--- src/rtl/qbert_pkg.sv ---
// Shared types and constants for the Q*bert red-ball layer: game/spawn FSM
// encodings and the LFSR polynomial used to draw descent paths.
package qbert_pkg;

    typedef enum logic [1:0] {
        OFF,
        RUN,
        PAUSE
    } game_state_t;

    typedef enum logic [1:0] {
        WAIT,
        ARM,
        ACTIVE
    } spawn_state_t;

    localparam logic [15:0] LFSR_MASK = 16'hB400;

    // One right shift of a 16-bit Galois LFSR with the taps in LFSR_MASK.
    function automatic logic [15:0] lfsr_next(input logic [15:0] value);
        return value[0] ? ((value >> 1) ^ LFSR_MASK) : (value >> 1);
    endfunction

endpackage

--- src/rtl/boule_rouge_spawner_if.sv ---
// Spawn handshake between the red-ball spawner (master) and the red-ball
// layer (slave): request/path/position one way, acknowledge/end the other.
interface boule_rouge_spawner_if;

    logic        e_enable_br;
    logic [5:0]  e_move_br;
    logic [20:0] e_XY0_br;
    logic        done_move_br;
    logic        br_end;

    modport master (
        output e_enable_br,
        output e_move_br,
        output e_XY0_br,
        input  done_move_br,
        input  br_end
    );

    modport slave (
        input  e_enable_br,
        input  e_move_br,
        input  e_XY0_br,
        output done_move_br,
        output br_end
    );

endinterface

--- src/rtl/lfsr16.sv ---
// Free-running 16-bit Galois LFSR; a zero seed is replaced by 1 so the
// register never locks up in the all-zero state.
module lfsr16
    import qbert_pkg::*;
(
    input  logic        clk,
    input  logic        reset,
    input  logic [15:0] seed,
    output logic [15:0] q
);

    logic [15:0] q_reg;

    always_ff @(posedge clk) begin
        if (!reset) begin
            q_reg <= (seed == 16'h0000) ? 16'h0001 : seed;
        end else begin
            q_reg <= lfsr_next(q_reg);
        end
    end

    assign q = q_reg;

endmodule

--- src/rtl/boule_rouge_spawner.sv ---
// Red-ball spawn sequencer: follows game start/pause/resume, waits a
// programmable delay, offers a ball with a random path, and re-arms on ball end.
module boule_rouge_spawner
    import qbert_pkg::*;
#(
    parameter logic [31:0] SPAWN_DELAY = 32'd100_000_000,
    parameter logic [15:0] LFSR_SEED   = 16'hACE1,
    parameter logic [10:0] TOP_X       = 11'd400,
    parameter logic [9:0]  TOP_Y       = 10'd240
) (
    input  logic                         clk,
    input  logic                         reset,
    input  logic                         e_start_qb,
    input  logic                         e_pause_qb,
    input  logic                         e_resume_qb,
    input  logic [10:0]                  XDIAG_DEMI,
    input  logic [10:0]                  XLENGTH,
    input  logic [9:0]                   YDIAG_DEMI,
    boule_rouge_spawner_if.master        bus,
    output logic [7:0]                   spawn_cnt,
    output logic                         spawner_busy
);

    // A zero delay is treated as one cycle.
    localparam logic [31:0] DELAY_LAST = (SPAWN_DELAY == 32'd0) ? 32'd0 : SPAWN_DELAY - 32'd1;

    game_state_t  game_reg,  game_next;
    spawn_state_t spawn_reg, spawn_next;
    logic [31:0]  cnt_reg, cnt_next;
    logic         br_prev_reg, br_prev_next;
    logic         enable_reg, enable_next;
    logic [5:0]   move_reg, move_next;
    logic [20:0]  xy_reg, xy_next;
    logic [7:0]   spawn_cnt_reg, spawn_cnt_next;
    logic         busy_reg, busy_next;

    logic         restart;
    logic         advance;
    logic [15:0]  lfsr_q;
    logic [10:0]  spawn_x;
    logic [9:0]   spawn_y_up;
    logic [9:0]   spawn_y_dn;
    logic         unused_lfsr_bits;

    lfsr16 u_lfsr (
        .clk   (clk),
        .reset (reset),
        .seed  (LFSR_SEED),
        .q     (lfsr_q)
    );

    assign unused_lfsr_bits = ^lfsr_q[15:7];

    // Positions wrap naturally at the field widths.
    assign spawn_x    = TOP_X + XDIAG_DEMI + XLENGTH;
    assign spawn_y_up = TOP_Y - YDIAG_DEMI;
    assign spawn_y_dn = TOP_Y + YDIAG_DEMI;

    always_comb begin
        game_next      = game_reg;
        spawn_next     = spawn_reg;
        cnt_next       = cnt_reg;
        br_prev_next   = br_prev_reg;
        enable_next    = enable_reg;
        move_next      = move_reg;
        xy_next        = xy_reg;
        spawn_cnt_next = spawn_cnt_reg;
        restart        = 1'b0;
        advance        = 1'b0;

        case (game_reg)
            OFF: begin
                if (e_start_qb || e_resume_qb) begin
                    game_next = RUN;
                    restart   = 1'b1;
                end
            end
            RUN: begin
                if (e_start_qb) begin
                    restart = 1'b1;
                end else if (e_pause_qb) begin
                    game_next = PAUSE;
                end else begin
                    advance = 1'b1;
                end
            end
            PAUSE: begin
                if (e_start_qb) begin
                    game_next = RUN;
                    restart   = 1'b1;
                end else if (e_resume_qb) begin
                    game_next = RUN;
                end
            end
            default: game_next = OFF;
        endcase

        if (restart) begin
            spawn_next     = WAIT;
            cnt_next       = '0;
            spawn_cnt_next = '0;
            enable_next    = 1'b0;
        end else if (advance) begin
            // The edge register only moves while the spawn FSM moves, so an
            // end that arrives during a pause is still seen on resume.
            br_prev_next = bus.br_end;
            case (spawn_reg)
                WAIT: begin
                    if (cnt_reg == DELAY_LAST) begin
                        cnt_next    = '0;
                        spawn_next  = ARM;
                        enable_next = 1'b1;
                        move_next   = lfsr_q[5:0];
                        xy_next     = {spawn_x, lfsr_q[6] ? spawn_y_dn : spawn_y_up};
                    end else begin
                        cnt_next = cnt_reg + 32'd1;
                    end
                end
                ARM: begin
                    if (bus.done_move_br) begin
                        enable_next = 1'b0;
                        spawn_next  = ACTIVE;
                        if (spawn_cnt_reg != 8'hFF) begin
                            spawn_cnt_next = spawn_cnt_reg + 8'd1;
                        end
                    end
                end
                ACTIVE: begin
                    if (bus.br_end && !br_prev_reg) begin
                        spawn_next = WAIT;
                    end
                end
                default: spawn_next = WAIT;
            endcase
        end

        busy_next = (spawn_next != WAIT);
    end

    always_ff @(posedge clk) begin
        if (!reset) begin
            game_reg      <= OFF;
            spawn_reg     <= WAIT;
            cnt_reg       <= '0;
            br_prev_reg   <= 1'b0;
            enable_reg    <= 1'b0;
            move_reg      <= '0;
            xy_reg        <= '0;
            spawn_cnt_reg <= '0;
            busy_reg      <= 1'b0;
        end else begin
            game_reg      <= game_next;
            spawn_reg     <= spawn_next;
            cnt_reg       <= cnt_next;
            br_prev_reg   <= br_prev_next;
            enable_reg    <= enable_next;
            move_reg      <= move_next;
            xy_reg        <= xy_next;
            spawn_cnt_reg <= spawn_cnt_next;
            busy_reg      <= busy_next;
        end
    end

    assign bus.e_enable_br = enable_reg;
    assign bus.e_move_br   = move_reg;
    assign bus.e_XY0_br    = xy_reg;
    assign spawn_cnt       = spawn_cnt_reg;
    assign spawner_busy    = busy_reg;

endmodule

--- src/flat_wrapper.sv ---
// flat-port wrapper written by rule: the top's interface ports become plain ports
module boule_rouge_spawner_flat import qbert_pkg::*;
#(
    parameter logic [31:0] SPAWN_DELAY = 32'd100_000_000,
    parameter logic [15:0] LFSR_SEED   = 16'hACE1,
    parameter logic [10:0] TOP_X       = 11'd400,
    parameter logic [9:0]  TOP_Y       = 10'd240
)
  (clk, reset, e_start_qb, e_pause_qb, e_resume_qb, XDIAG_DEMI, XLENGTH, YDIAG_DEMI, spawn_cnt, spawner_busy, bus_e_enable_br, bus_e_move_br, bus_e_XY0_br, bus_done_move_br, bus_br_end);
  boule_rouge_spawner_if bus_i ();
  input  logic clk;
  input  logic reset;
  input  logic e_start_qb;
  input  logic e_pause_qb;
  input  logic e_resume_qb;
  input  logic [10:0] XDIAG_DEMI;
  input  logic [10:0] XLENGTH;
  input  logic [9:0] YDIAG_DEMI;
  output logic [7:0] spawn_cnt;
  output logic spawner_busy;
  output wire logic [$bits(bus_i.e_enable_br)-1:0] bus_e_enable_br;
  output wire logic [$bits(bus_i.e_move_br)-1:0] bus_e_move_br;
  output wire logic [$bits(bus_i.e_XY0_br)-1:0] bus_e_XY0_br;
  input wire logic [$bits(bus_i.done_move_br)-1:0] bus_done_move_br;
  input wire logic [$bits(bus_i.br_end)-1:0] bus_br_end;
  assign bus_e_enable_br = bus_i.e_enable_br;
  assign bus_e_move_br = bus_i.e_move_br;
  assign bus_e_XY0_br = bus_i.e_XY0_br;
  assign bus_i.done_move_br = bus_done_move_br;
  assign bus_i.br_end = bus_br_end;
  boule_rouge_spawner #(.SPAWN_DELAY(SPAWN_DELAY), .LFSR_SEED(LFSR_SEED), .TOP_X(TOP_X), .TOP_Y(TOP_Y)) u_core (.clk(clk), .reset(reset), .e_start_qb(e_start_qb), .e_pause_qb(e_pause_qb), .e_resume_qb(e_resume_qb), .XDIAG_DEMI(XDIAG_DEMI), .XLENGTH(XLENGTH), .YDIAG_DEMI(YDIAG_DEMI), .bus(bus_i), .spawn_cnt(spawn_cnt), .spawner_busy(spawner_busy));
endmodule
--- config.mk ---
export PLATFORM = sky130hd
export DESIGN_NAME = boule_rouge_spawner_flat
export DESIGN_NICKNAME = d
export VERILOG_FILES = /design/src/rtl/qbert_pkg.sv /design/src/rtl/boule_rouge_spawner_if.sv /design/src/rtl/lfsr16.sv /design/src/rtl/boule_rouge_spawner.sv /design/src/flat_wrapper.sv
export SDC_FILE = /design/constraint.sdc
export NUM_CORES = 1
export LEC_CHECK = 0
export CAP_MARGIN = 5
export CORE_MARGIN = 2
export CORE_UTILIZATION = 54
export CTS_CLUSTER_DIAMETER = 80
export DETAILED_ROUTE_END_ITERATION = 12
export GPL_ROUTABILITY_DRIVEN = 0
export PLACE_DENSITY = 0.81
export SYNTH_ARGS = -nofsm -noshare
export SYNTH_HDL_FRONTEND = slang
export SYNTH_SLANG_ARGS = --single-unit
--- constraint.sdc ---
create_clock -name clk -period 2.9 [get_ports clk]
set_input_delay 0.435 -clock clk [delete_from_list [all_inputs] [get_ports clk]]
set_output_delay 0.435 -clock clk [all_outputs]
set_load 0.005 [all_outputs]
Yosys cells after proc, flatten, opt, wreduce, memory -nomap -nowiden --
Cells that the tools add are included.
Operators by class: add/subtract/negate cells 6, equal/unequal tests 12, mux-type cells 24, bitwise operators 3, reductions and logical operators 15
Operators by type and width (number):
- $add 32x1->32 const B | 1
- $eq 32x27->1 const B | 1
- $mux 32 | 1
- $mux 2 | 10
- $mux 16 | 1
- $reduce_and 4->1 | 4
- $pmux 2 s3 | 2
- $add 11x11->11 | 1
- $add 9x11->11 const A | 1
- $add 8x10->10 const A | 1
- $mux 10 | 1
- $sub 8x10->10 const A | 1
- $add 8x1->8 const B | 1
- $ne 8x8->1 const B | 1
- $mux 1 | 7
- $ne 2x2->1 const B | 3
- $eq 2x1->1 const B | 2
- $eq 2x2->1 const B | 2
- $logic_not 2->1 | 2
- $ne 2x1->1 const B | 2
- $not 3->4 | 1
- $pmux 1 s2 | 2
- $reduce_and 2->1 | 2
- $reduce_bool 2->1 | 2
- 6 further kinds | 8
Word-level totals: register bits 90, bits of input ports 39, output and inout bits 37

Longest topological paths before layout --
word-level depth 7, gate-level depth with buffers 9

Hierarchy --
From an unflattened synthesis, not the netlist that was laid out.
Second synthesis, totals: cells, all modules 524, area, all modules 4689.5 um2
Modules (own cells, without submodules):
- boule_rouge_spawner | times used 1, cells each 477, area an instance 4093.9 um2
- lfsr16 | times used 1, cells each 47, area an instance 595.6 um2

Least setup slack after synthesis --
Ideal clock, no wire load.
path kind input to register, from input port XDIAG_DEMI[1], to register u_core.xy_reg[19], in the netlist u_core.bus.e_XY0_br[19], setup time 92 ps, data arrival time 2227 ps, data required time 2808 ps, setup slack 581 ps, stages 9, path buffers 0, cells stage by stage ha_1 > ha_1 > inv_1 > fa_1 > nor2b_1 > o2111a_1 > or3_1 > and3_1 > o32ai_1
On the way: word-level cells in the longest chain between the ends 2
RTL lines:
- from (decl) | RTL line flat_wrapper.sv:16 | input logic [10:0] XDIAG_DEMI;
- $add 9x11->11 | RTL line boule_rouge_spawner.sv:55 | assign spawn_x = TOP_X + XDIAG_DEMI + XLENGTH;
- $add 11x11->11 | RTL line boule_rouge_spawner.sv:55
- to (signal assigned) | RTL line boule_rouge_spawner.sv:158 | xy_reg <= xy_next;
- to (decl) | RTL line boule_rouge_spawner.sv:33 | logic [20:0] xy_reg, xy_next;
No other way between the ends. A chain may end at the register's enable or synchronous reset.

Final worst setup path --
Same ends and word-level chain as after synthesis.

==> impl_results.html <==
<table>
<tr><th>Metric</th><th>Value</th></tr>
<tr><th colspan="2">Outcome</th></tr>
<tr><td>Result of the run</td><td>completed</td></tr>
<tr><th colspan="2">Finish</th></tr>
<tr><td>Commonest non-fill, non-tap cells in the layout</td><td>sky130_fd_sc_hd__dfxtp_1 (90), sky130_fd_sc_hd__clkdlybuf4s50_1 (75), sky130_fd_sc_hd__a21oi_1 (49)</td></tr>
<tr><td>Signed area change from the synthesized netlist to the final layout</td><td>24.8%</td></tr>
<tr><td>Max FFs per register</td><td>32</td></tr>
<tr><td>Combined area of the multi-input logic cells</td><td>0.00266 mm2</td></tr>
<tr><td>Area of all sequential standard cells</td><td>0.00180 mm2</td></tr>
<tr><td>Number of nets at the end of the flow</td><td>700</td></tr>
<tr><td>Ratio of cells with drive above 1 in the final layout</td><td>6.76%</td></tr>
<tr><td>Finished Layout Cells</td><td>741</td></tr>
<tr><td>Most frequent standard cell in the layout excluding fill and tap cells</td><td>sky130_fd_sc_hd__dfxtp_1</td></tr>
<tr><td>Core occupancy in the finished layout</td><td>70.4%</td></tr>
<tr><td>Filler cell count</td><td>654</td></tr>
<tr><td>Diode count</td><td>0</td></tr>
<tr><th colspan="2">Placement</th></tr>
<tr><td>Port Buffers</td><td>75</td></tr>
<tr><td>Placed Cells incl. Taps</td><td>725</td></tr>
<tr><td>Placed wire-length estimate after detailed placement</td><td>7630 um</td></tr>
<tr><th colspan="2">Synth</th></tr>
<tr><td>Register bit count reported by yosys</td><td>90</td></tr>
<tr><td>Combined area of all synthesized cells</td><td>0.00468 mm2</td></tr>
<tr><td>Count of unique library cells instantiated by Yosys</td><td>55</td></tr>
<tr><td>Most instantiated flip-flop cell in the synthesis netlist</td><td>sky130_fd_sc_hd__dfxtp_1</td></tr>
<tr><td>Synthesized-area fraction occupied by ao, oa, aoi and oai cells</td><td>15.9%</td></tr>
<tr><td>Proportion of synthesized area in mux cells</td><td>1.34%</td></tr>
<tr><td>Area share of xor/xnor cells in the synthesized design</td><td>7.30%</td></tr>
<tr><td>Mean Syn Cell Area</td><td>8.49 um2</td></tr>
<tr><td>Part of the Yosys area used for sequential elements</td><td>38.5%</td></tr>
<tr><td>Area fraction in and, or, nand and nor cells after synthesis</td><td>23.9%</td></tr>
<tr><td>Cells after Synth</td><td>551</td></tr>
<tr><td>Proportion of synthesized flip-flops having asynchronous set or reset</td><td>0%</td></tr>
<tr><td>Number of enable flip-flop cells after synthesis</td><td>0</td></tr>
<tr><td>Warning count from the yosys run</td><td>0</td></tr>
<tr><td>Synthesized net count</td><td>620</td></tr>
<tr><td>Largest family of logic cells by synthesized area</td><td>simple AND/OR/NAND/NOR gates</td></tr>
<tr><td>Adder-cell share of the synthesized area</td><td>8.18%</td></tr>
<tr><th colspan="2">Routing</th></tr>
<tr><td>Remaining antenna violation count</td><td>0</td></tr>
<tr><td>Final routed wire length divided by cell count</td><td>14.0 um</td></tr>
<tr><td>Total number of vias</td><td>4243</td></tr>
<tr><td>Post-route DRC</td><td>0</td></tr>
<tr><td>Starting DRC count in detailed routing</td><td>240</td></tr>
<tr><td>DR vias/cell</td><td>5.73</td></tr>
<tr><td>Post-detailed-routing wire length</td><td>10400 um</td></tr>
<tr><td>Total iterations of the first detailed-routing run</td><td>5</td></tr>
<tr><th colspan="2">Power</th></tr>
<tr><td>Leakage power</td><td>2.11 nW</td></tr>
<tr><td>Peak ir drop on the vdd network</td><td>0.000328 V</td></tr>
<tr><td>Total power consumption of the routed design</td><td>2.58 mW</td></tr>
<tr><td>Cell area power density</td><td>441 mW/mm2</td></tr>
<tr><th colspan="2">Clocking</th></tr>
<tr><td>Number of post-CTS setup repair buffers</td><td>0</td></tr>
<tr><td>Post-CTS Hold Fix Bufs</td><td>0</td></tr>
<tr><td>Number of clock buffers inserted by TritonCTS</td><td>9</td></tr>
<tr><td>CTS max path bufs</td><td>2</td></tr>
<tr><td>Register clock-pin slew on the reported worst setup and hold paths</td><td>0.08 ns</td></tr>
<tr><td>Number of gates resized after CTS</td><td>0</td></tr>
<tr><td>Clock tree from TritonCTS</td><td>yes</td></tr>
<tr><td>Clock latency on the worst-skew pair</td><td>0.36 ns</td></tr>
<tr><td>Number of sinks driven by the clock tree</td><td>90</td></tr>
<tr><td>Cell chosen for the clock root</td><td>sky130_fd_sc_hd__clkbuf_8</td></tr>
<tr><td>Max H-tree Level</td><td>3</td></tr>
<tr><th colspan="2">Critical path</th></tr>
<tr><td>Register-to-register setup slack</td><td>0.45 ns</td></tr>
<tr><td>Required time at the worst-slack endpoint</td><td>3.17 ns</td></tr>
<tr><td>Worst path slowest cell</td><td>sky130_fd_sc_hd__clkdlybuf4s50_1</td></tr>
<tr><td>Worst endpoint data arrival time</td><td>2.78 ns</td></tr>
<tr><td>Buffers plus inverters on the worst setup path</td><td>2</td></tr>
<tr><td>Largest stage delay on the critical path</td><td>0.40 ns</td></tr>
<tr><td>Worst Path Class, Setup</td><td>in -&gt; reg</td></tr>
<tr><td>Critical Path Most Common Cell</td><td>sky130_fd_sc_hd__ha_1</td></tr>
<tr><td>Element type at the critical path start</td><td>input port</td></tr>
<tr><td>Worst path top cell family by delay</td><td>adder cells</td></tr>
<tr><td>CP Capture Type</td><td>register</td></tr>
<tr><td>CP cell instances</td><td>clkdlybuf4s50_1, ha_1, ha_1, inv_1, fa_1, nor2b_1, o2111a_1, or3_1, and3_1, o32ai_1</td></tr>
<tr><td>CP max FO</td><td>3</td></tr>
<tr><th colspan="2">GRT</th></tr>
<tr><td>Global-route congestion overflow total</td><td>0</td></tr>
<tr><td>Antenna violations before repair</td><td>0</td></tr>
<tr><td>Via count of the first global-routing pass</td><td>3895</td></tr>
<tr><td>Maximum number of pins on one net before global-route repair</td><td>29</td></tr>
<tr><td>Global-route usage over all layers</td><td>22.4%</td></tr>
<tr><td>Global-route wire length before repair</td><td>17900 um</td></tr>
<tr><th colspan="2">Die</th></tr>
<tr><td>Boundary pin count</td><td>76</td></tr>
<tr><td>Core region area</td><td>0.00830 mm2</td></tr>
<tr><td>Die outline area</td><td>0.00943 mm2</td></tr>
<tr><td>Die Ht</td><td>97.1 um</td></tr>
<tr><td>Initial Utilization</td><td>56.4%</td></tr>
<tr><td>Row cnt</td><td>33</td></tr>
<tr><td>Die extent in x</td><td>97.1 um</td></tr>
<tr><th colspan="2">STA</th></tr>
<tr><td>Final Skew</td><td>0.00883 ns</td></tr>
<tr><td>Transition time of the tightest slew-check pin</td><td>0.734 ns</td></tr>
<tr><td>Endpoints failing hold</td><td>0</td></tr>
<tr><td>Final critical delay including setup and external delays</td><td>2.52 ns</td></tr>
<tr><td>Final count of pins violating max slew</td><td>0</td></tr>
<tr><td>Setup repair after global routing missed its margin</td><td>false</td></tr>
<tr><td>Setup violations, final</td><td>0</td></tr>
<tr><td>Headroom to the max-slew limit</td><td>51.0%</td></tr>
<tr><td>Total negative setup slack</td><td>0 ns</td></tr>
<tr><td>F_max</td><td>0.397 GHz</td></tr>
<tr><td>Final Cycle Share</td><td>86.8%</td></tr>
<tr><th colspan="2">Min path</th></tr>
<tr><td>Hold Crit Class</td><td>reg -&gt; reg</td></tr>
<tr><th colspan="2">Flow run</th></tr>
<tr><td>Reported max-cap violation count</td><td>0</td></tr>
</table>
[final timing paths]
path,start,to,cells after the start
min,u_core.u_lfsr.q[8],u_core.u_lfsr.q[7],1
max,XDIAG_DEMI[1],u_core.bus.e_XY0_br[19],10
max reg2reg,u_core.game_reg[1],u_core.cnt_reg[26],8
min reg2reg,u_core.u_lfsr.q[8],u_core.u_lfsr.q[7],1
[cell type report]
class                   count  area share (%)
multi-input cells         402            45.5
well taps                 105            2.25
flip-flops and latches     90            30.8
clock buffers              13            2.89
clock inverters             3           0.793
repair buffers             91            15.3
inverters                  37            2.38
[synth_stat cells, types with 2 or more instances]
| master | n | area [um2] |
|---|---|---|
| sky130_fd_sc_hd__dfxtp_1 | 90 | 1800 |
| sky130_fd_sc_hd__a21oi_1 | 49 | 245 |
| sky130_fd_sc_hd__nor2_1 | 44 | 165 |
| sky130_fd_sc_hd__inv_1 | 37 | 139 |
| sky130_fd_sc_hd__xnor2_1 | 32 | 280 |
| sky130_fd_sc_hd__nand2_1 | 31 | 116 |
| sky130_fd_sc_hd__o21ai_0 | 31 | 155 |
| sky130_fd_sc_hd__ha_1 | 29 | 363 |
| sky130_fd_sc_hd__nand3_1 | 28 | 140 |
| sky130_fd_sc_hd__clkbuf_1 | 16 | 60.1 |
| sky130_fd_sc_hd__nor3_1 | 15 | 75.1 |
| sky130_fd_sc_hd__nor4_1 | 12 | 75.1 |
| sky130_fd_sc_hd__a211oi_1 | 11 | 82.6 |
| sky130_fd_sc_hd__and2_1 | 11 | 68.8 |
| sky130_fd_sc_hd__nand4_1 | 10 | 62.6 |
| sky130_fd_sc_hd__nand2b_1 | 9 | 56.3 |
| sky130_fd_sc_hd__or3_1 | 9 | 56.3 |
| sky130_fd_sc_hd__and3_1 | 8 | 50.1 |
| sky130_fd_sc_hd__or4_1 | 8 | 60.1 |
| sky130_fd_sc_hd__xor2_1 | 7 | 61.3 |
| sky130_fd_sc_hd__o21a_1 | 6 | 45.0 |
| sky130_fd_sc_hd__o31ai_1 | 6 | 45.0 |
| sky130_fd_sc_hd__and4_1 | 4 | 35.0 |
| sky130_fd_sc_hd__buf_2 | 4 | 20.0 |
| sky130_fd_sc_hd__mux2i_1 | 4 | 40.0 |
| sky130_fd_sc_hd__a21o_1 | 2 | 15.0 |
| sky130_fd_sc_hd__a31o_2 | 2 | 17.5 |
| sky130_fd_sc_hd__a31oi_1 | 2 | 12.5 |
| sky130_fd_sc_hd__mux2_2 | 2 | 22.5 |
| sky130_fd_sc_hd__nor2b_1 | 2 | 12.5 |
| sky130_fd_sc_hd__nor4b_1 | 2 | 17.5 |
| sky130_fd_sc_hd__o2111a_1 | 2 | 22.5 |
| sky130_fd_sc_hd__o211a_1 | 2 | 20.0 |
| sky130_fd_sc_hd__o211ai_1 | 2 | 15.0 |
| sky130_fd_sc_hd__o41ai_1 | 2 | 17.5 |
[cell families (layout without fill, tap and decap cells)]
group                    count (synthesis)  after routing
AO/OA/AOI/OAI                          123            123
multiplexers                             6              6
flip-flops                              90             90
buffers and inverters                   59            144
adder cells (fa/ha/maj)                 30             30
XOR/XNOR                                39             39
AND/OR/NAND/NOR                        204            204
[worst reg2reg max path, stage by stage, from the launching register on]
cell	delay, ns
sky130_fd_sc_hd__dfxtp_1	0.34
sky130_fd_sc_hd__inv_1	0.09
sky130_fd_sc_hd__ha_1	0.25
sky130_fd_sc_hd__nor3b_4	0.28
sky130_fd_sc_hd__buf_4	0.17
sky130_fd_sc_hd__nand2_1	0.06
sky130_fd_sc_hd__or4_1	0.68
sky130_fd_sc_hd__or3_1	0.40
sky130_fd_sc_hd__a21oi_1	0.13
[metal layers]
metal | track usage, % | vias to the layer above | routed length, um
met4 | 8.45 | 0 | 164
met5 | 0 | - | 0
met3 | 3.60 | 13 | 516
met1 | 29.3 | 1990 | 4790
met2 | 37.3 | 120 | 4930
li1 | - | 2120 | -
[per-stage QoR]
step           area, um2  setup slack [ns]  hold slack [ns]
2_1_floorplan       4680             0.581            0.386
3_3_place_gp        5630            0.0832            0.398
3_5_place_dp        5630            0.0212            0.395
4_1_cts             5840             0.401            0.425
5_1_grt             5840             0.238            0.454
6_report            5840             0.382            0.425
[power by group]
group	total, mW	switching (mW)	internal [mW]	leakage, nW
Combinational	0.399	0.219	0.181	1.28
Clock	0.912	0.441	0.471	0.106
Sequential	1.27	0.0116	1.25	0.729
Total	2.58	0.671	1.91	2.11
Note: power is estimated with default switching activity, not from simulation.
